$ cat config.mk
export PLATFORM = sky130hd
export DESIGN_NAME = bit_reverser
export DESIGN_NICKNAME = d
export VERILOG_FILES = /design/src/rtl/bitrev_pkg.sv /design/src/rtl/bit_reverser.sv
export SDC_FILE = /design/constraint.sdc
export NUM_CORES = 1
export LEC_CHECK = 0
export CAP_MARGIN = 30
export CORE_MARGIN = 1.5
export CORE_UTILIZATION = 42
export CTS_BUF_LIST = sky130_fd_sc_hd__clkbuf_8
export CTS_CLUSTER_SIZE = 40
export DETAILED_ROUTE_END_ITERATION = 6
export PLACE_DENSITY = 0.69
export SETUP_SLACK_MARGIN = 0.5
export SYNTH_ARGS = -nofsm -noshare
export SYNTH_HDL_FRONTEND = slang
export SYNTH_SLANG_ARGS = --single-unit
$ cat constraint.sdc
create_clock -name clk -period 4.1 [get_ports clk]
set_input_delay 1.23 -clock clk [delete_from_list [all_inputs] [get_ports clk]]
set_output_delay 1.23 -clock clk [all_outputs]
set_load 0.01 [all_outputs]
$ cat src/rtl/bitrev_pkg.sv
// Shared constants and FSM state type for the serial-ASCII bit reverser.
package bitrev_pkg;

    localparam logic [7:0] ASCII_ZERO = 8'h30;
    localparam logic [7:0] ASCII_ONE  = 8'h31;

    typedef enum logic [1:0] {
        IDLE,
        COLLECT,
        FULL
    } state_t;

endpackage

$ cat src/rtl/bit_reverser.sv
// Collects ASCII '0'/'1' characters LSB-first into a WIDTH-bit word and hands
// complete words to a double-buffered output register with valid/ready flow.
module bit_reverser
    import bitrev_pkg::*;
#(
    parameter int WIDTH = 8
) (
    input  logic                       clk,
    input  logic                       reset,
    input  logic [7:0]                 in_char,
    input  logic                       in_valid,
    output logic                       in_ready,
    input  logic                       flush,
    output logic [WIDTH-1:0]           out_word,
    output logic                       out_valid,
    input  logic                       out_ready,
    output logic                       err,
    output logic [$clog2(WIDTH+1)-1:0] bit_count
);

    localparam int CW = $clog2(WIDTH+1);

    state_t           state_reg, state_next;
    logic [WIDTH-1:0] acc_reg, acc_next;
    logic [CW-1:0]    count_reg, count_next;
    logic [WIDTH-1:0] out_word_reg, out_word_next;
    logic             out_valid_reg, out_valid_next;
    logic             err_reg, err_next;

    logic             accept;
    logic             is_bit;
    logic             out_free;
    logic [WIDTH-1:0] acc_with_bit;

    // in_ready is gated by reset so nothing is accepted while held in reset.
    assign in_ready     = reset && (state_reg != FULL);
    assign accept       = in_valid && in_ready;
    assign is_bit       = (in_char == ASCII_ZERO) || (in_char == ASCII_ONE);
    assign out_free     = !out_valid_reg || out_ready;
    assign acc_with_bit = acc_reg | (WIDTH'(in_char == ASCII_ONE) << count_reg);

    always_ff @(posedge clk or negedge reset) begin
        if (!reset) begin
            state_reg     <= IDLE;
            acc_reg       <= '0;
            count_reg     <= '0;
            out_word_reg  <= '0;
            out_valid_reg <= 1'b0;
            err_reg       <= 1'b0;
        end else begin
            state_reg     <= state_next;
            acc_reg       <= acc_next;
            count_reg     <= count_next;
            out_word_reg  <= out_word_next;
            out_valid_reg <= out_valid_next;
            err_reg       <= err_next;
        end
    end

    always_comb begin
        state_next     = state_reg;
        acc_next       = acc_reg;
        count_next     = count_reg;
        out_word_next  = out_word_reg;
        out_valid_next = out_valid_reg && !out_ready;
        err_next       = 1'b0;

        // flush only touches the collecting side; the output register keeps draining.
        if (flush) begin
            state_next = IDLE;
            acc_next   = '0;
            count_next = '0;
        end else begin
            case (state_reg)
                IDLE, COLLECT: begin
                    if (accept) begin
                        if (!is_bit) begin
                            err_next = 1'b1;
                        end else if (count_reg == CW'(WIDTH - 1)) begin
                            if (out_free) begin
                                out_word_next  = acc_with_bit;
                                out_valid_next = 1'b1;
                                acc_next       = '0;
                                count_next     = '0;
                                state_next     = IDLE;
                            end else begin
                                acc_next   = acc_with_bit;
                                count_next = CW'(WIDTH);
                                state_next = FULL;
                            end
                        end else begin
                            acc_next   = acc_with_bit;
                            count_next = count_reg + CW'(1);
                            state_next = COLLECT;
                        end
                    end
                end
                FULL: begin
                    if (out_free) begin
                        out_word_next  = acc_reg;
                        out_valid_next = 1'b1;
                        acc_next       = '0;
                        count_next     = '0;
                        state_next     = IDLE;
                    end
                end
                default: begin
                    state_next = IDLE;
                end
            endcase
        end
    end

    assign out_word  = out_word_reg;
    assign out_valid = out_valid_reg;
    assign err       = err_reg;
    assign bit_count = count_reg;

endmodule

==> key figures <==
Synthesis
  – Syn Nets: 126
  – EDFF count, synth: 0
  – Synth cell types: 42
  – Post-Synthesis Cell Area: 1240 µm²
  – Cell taking the most area after synthesis: dfrtp_1
  – Commonest register cell after synthesis: dfrtp_1
  – Syn_area_per_cell: 11.1 µm²
  – YS warnings: 0
  – Post-synthesis async set-or-reset flop share: 100%
  – Yosys reg bits: 24
  – Sequential area share after synthesis: 48.2%
  – Cells taking the most area after synthesis: dfrtp_1 (48%), mux2_2 (4.5%), nor2_1 (3.9%)
  – Synth top area share: between 40% and 50%
  – Synth Instances: about 110

Layout
  – Storage cell area: between 600 and 700 µm²
  – Fillers: 254
  – Proportion of layout cells with a drive suffix above 1: approximately 13%
  – Antenna Cells: 0
  – Multi-input gate area: about 600 µm²
  – # nets final: 156
  – P&R area growth vs syn: 29.3%
  – Post-Layout Cell Count: between 150 and 200

STA
  – Final hold vios: 0
  – FMAX: around 0.3 GHz
  – Pins Over Slew Limit: 0
  – RSZ-0062 raised after global routing: false
  – Final setup TNS: 0 ns
  – Rel. slew slack: 52.3%
  – Final min period: between 3 and 4 ns
  – Clock skew: 0.00352 ns
  – Final setup fails: 0
  – Period utilization: 82.1%
  – Worst Tran Pin Value: 0.706 ns

Setup path
  – Critical Path RT: 2.87 ns
  – R2R setup slack: 1.78 ns
  – Crit path DAT: approximately 2.1 ns
  – Reg2reg start: bit_count[0]
  – Nature of the critical path endpoint: output pin
  – FF-to-FF path depth: 5
  – Crit Reg-Reg Endpoint: out_word[3]
  – Crit Path Class: input pin to output pin
  – Crit-path max FO: 2
  – Setup crit start kind: input pin

Global route
  – Largest net degree at the start of global routing: 27
  – First-pass GRT wire length: 4.78 mm
  – Total global routing overflow: 0
  – Vias in the first global route: 1,035
  – Total GRT Usage: between 10% and 20%
  – Antenna violations before repair: 0

Drt
  – Drt drc: 0
  – Routed len/inst: 15.6 µm
  – Via-to-Cell Ratio: a little under 6
  – Final ANT Viol Nets: 0
  – WL final: around 2.7 mm
  – Metal1 wirelength: 1.26 mm
  – Top Layer Used: met4
  – Number of DRC markers in iteration 0: 25
  – Via count: 1,007
  – First drt pass iteration count: 4
  – Metal3 WL: 159 µm
  – Routed wl met2: 1.23 mm

Place
  – Placed Cells: 168
  – # port buffers: 27
  – HPWL Detailed: about 2 mm
  – GPL Wtd Cong: 0.855

Clock tree
  – Clock Path Buffers: 2
  – TritonCTS clock tree: done
  – CTS sink count: 24
  – Clock transition at path regs: 0.08 ns
  – Inserted Clock Buffers: 3
  – Root buf cell: clkbuf_8
  – Max H-tree Level: 1
  – Worst skew pair latency: 0.27 ns

Pwr
  – Leakage power: 0.702 nW
  – VDD IR max: 283 µV
  – Pwr Density: 298 nW/µm²

Hold path
  – Hold Path Stages: 2
  – Hold worst-path end: acc_reg[3]
  – Hold Startpoint: acc_reg[3]
  – HP Class: flip-flop to flip-flop

Floorplanning
  – CORE AREA: ~2800 µm²
  – Initial Utilization: 44.8%
  – Die H: 57.4 µm
  – Ports: 28
  – # rows: 19
  – Die ar.: 3300 µm²
  – Die W: 57.4 µm

Status
  – Status: completed

Flow run
  – Max Cap Viol: 0
-- cell families (layout without fill, tap and decap cells) --
| group | count (synthesis) | count (layout) | share of synthesized area (%) |
|---|---|---|---|
| and+or+nand+nor | 43 | 43 | 22.7 |
| muxes | 8 | 8 | 6.93 |
| buffers and inverters | 8 | 37 | 3.22 |
| adders and majority gates | 1 | 1 | 1.00 |
| DFF | 24 | 24 | 48.2 |
| AOI/OAI and AO/OA | 28 | 28 | 17.9 |
-- synthesized netlist by cell type, types with 2 or more instances --
master	number
a21oi_1	5
nand3b_1	2
nor3_1	3
dfrtp_1	24
and2_1	2
nor2_1	13
mux2i_1	3
a31oi_1	5
mux2_2	5
a41oi_1	5
and3b_2	2
o21ai_0	3
nor4bb_1	2
nand2b_1	2
nand3_1	4
inv_1	5
nand2_1	2
-- layer usage --
layer,vias up,global-route usage [%]
met3,5,4.08
met1,484,26.3
met2,26,27.8
met5,-,0
met4,0,10.3
li1,492,-
-- timing repair --
action / CTS / global route
resized for setup: 1 / 0
hold buffers: 0 / 0
setup endpoints to repair: 1 / 0
buffers inserted: 0 / 0
-- layout make-up --
class	count	share of cell area, %
well taps	31	2.41
clock buffers	3	2.56
flip-flops and latches	24	37.3
repair buffers	28	17.2
clock inverters	1	1.86
inverters	5	1.17
multi-input cells	80	37.5
-- power breakdown --
part / total, mW / internal, mW / leakage [nW] / switching (mW)
Sequential: 0.237 / 0.237 / 0.319 / 0.000251
Combinational: 0.0347 / 0.0169 / 0.347 / 0.0178
Clock: 0.208 / 0.131 / 0.0357 / 0.0773
Total: 0.480 / 0.385 / 0.702 / 0.0953
-- critical path, cell delays in order --
cell	delay (ns)
clkdlybuf4s50_1	0.49
and2_1	0.15
dlygate4sd2_1	0.27
-- stage by stage --
stage          hold slack, ns  power [mW]  util [%]  setup slack [ns]  instance area, µm²
2_1_floorplan           0.457       0.255         -              1.46                1240
3_3_place_gp            0.475       0.277      55.4             0.454                1540
3_5_place_dp            0.487       0.278      55.4             0.457                1540
4_1_cts                 0.509       0.486      57.9             0.727                1610
5_1_grt                 0.541       0.497      57.9             0.655                1610
6_report                0.505       0.480      57.9             0.732                1610
-- worst max-delay path by stage --
stage | cells after the start | to | slack, ns | start
5_1_grt | 6 | out_word[3] | 0.66 | reset
3_5_place_dp | 3 | in_ready | 0.46 | reset
3_3_place_gp | 3 | in_ready | 0.45 | reset
4_1_cts | 3 | in_ready | 0.73 | reset
6_report | 3 | in_ready | 0.73 | reset
2_1_floorplan | 4 | out_word[0] | 1.46 | in_char[6]
-- placed cells by master, fill, tap and decap left out, drive strengths merged, types with 3 or more instances in the layout --
master and instances:
nor3 4, nand3 5, mux2i 3, clkbuf 3, a41oi 5, dfrtp 24
clkdlybuf4s50 26, o21ai 3, nor2 13, a31oi 5, mux2 5, inv 5
a21oi 5
No activity file was read; power rests on OpenSTA's default activity.
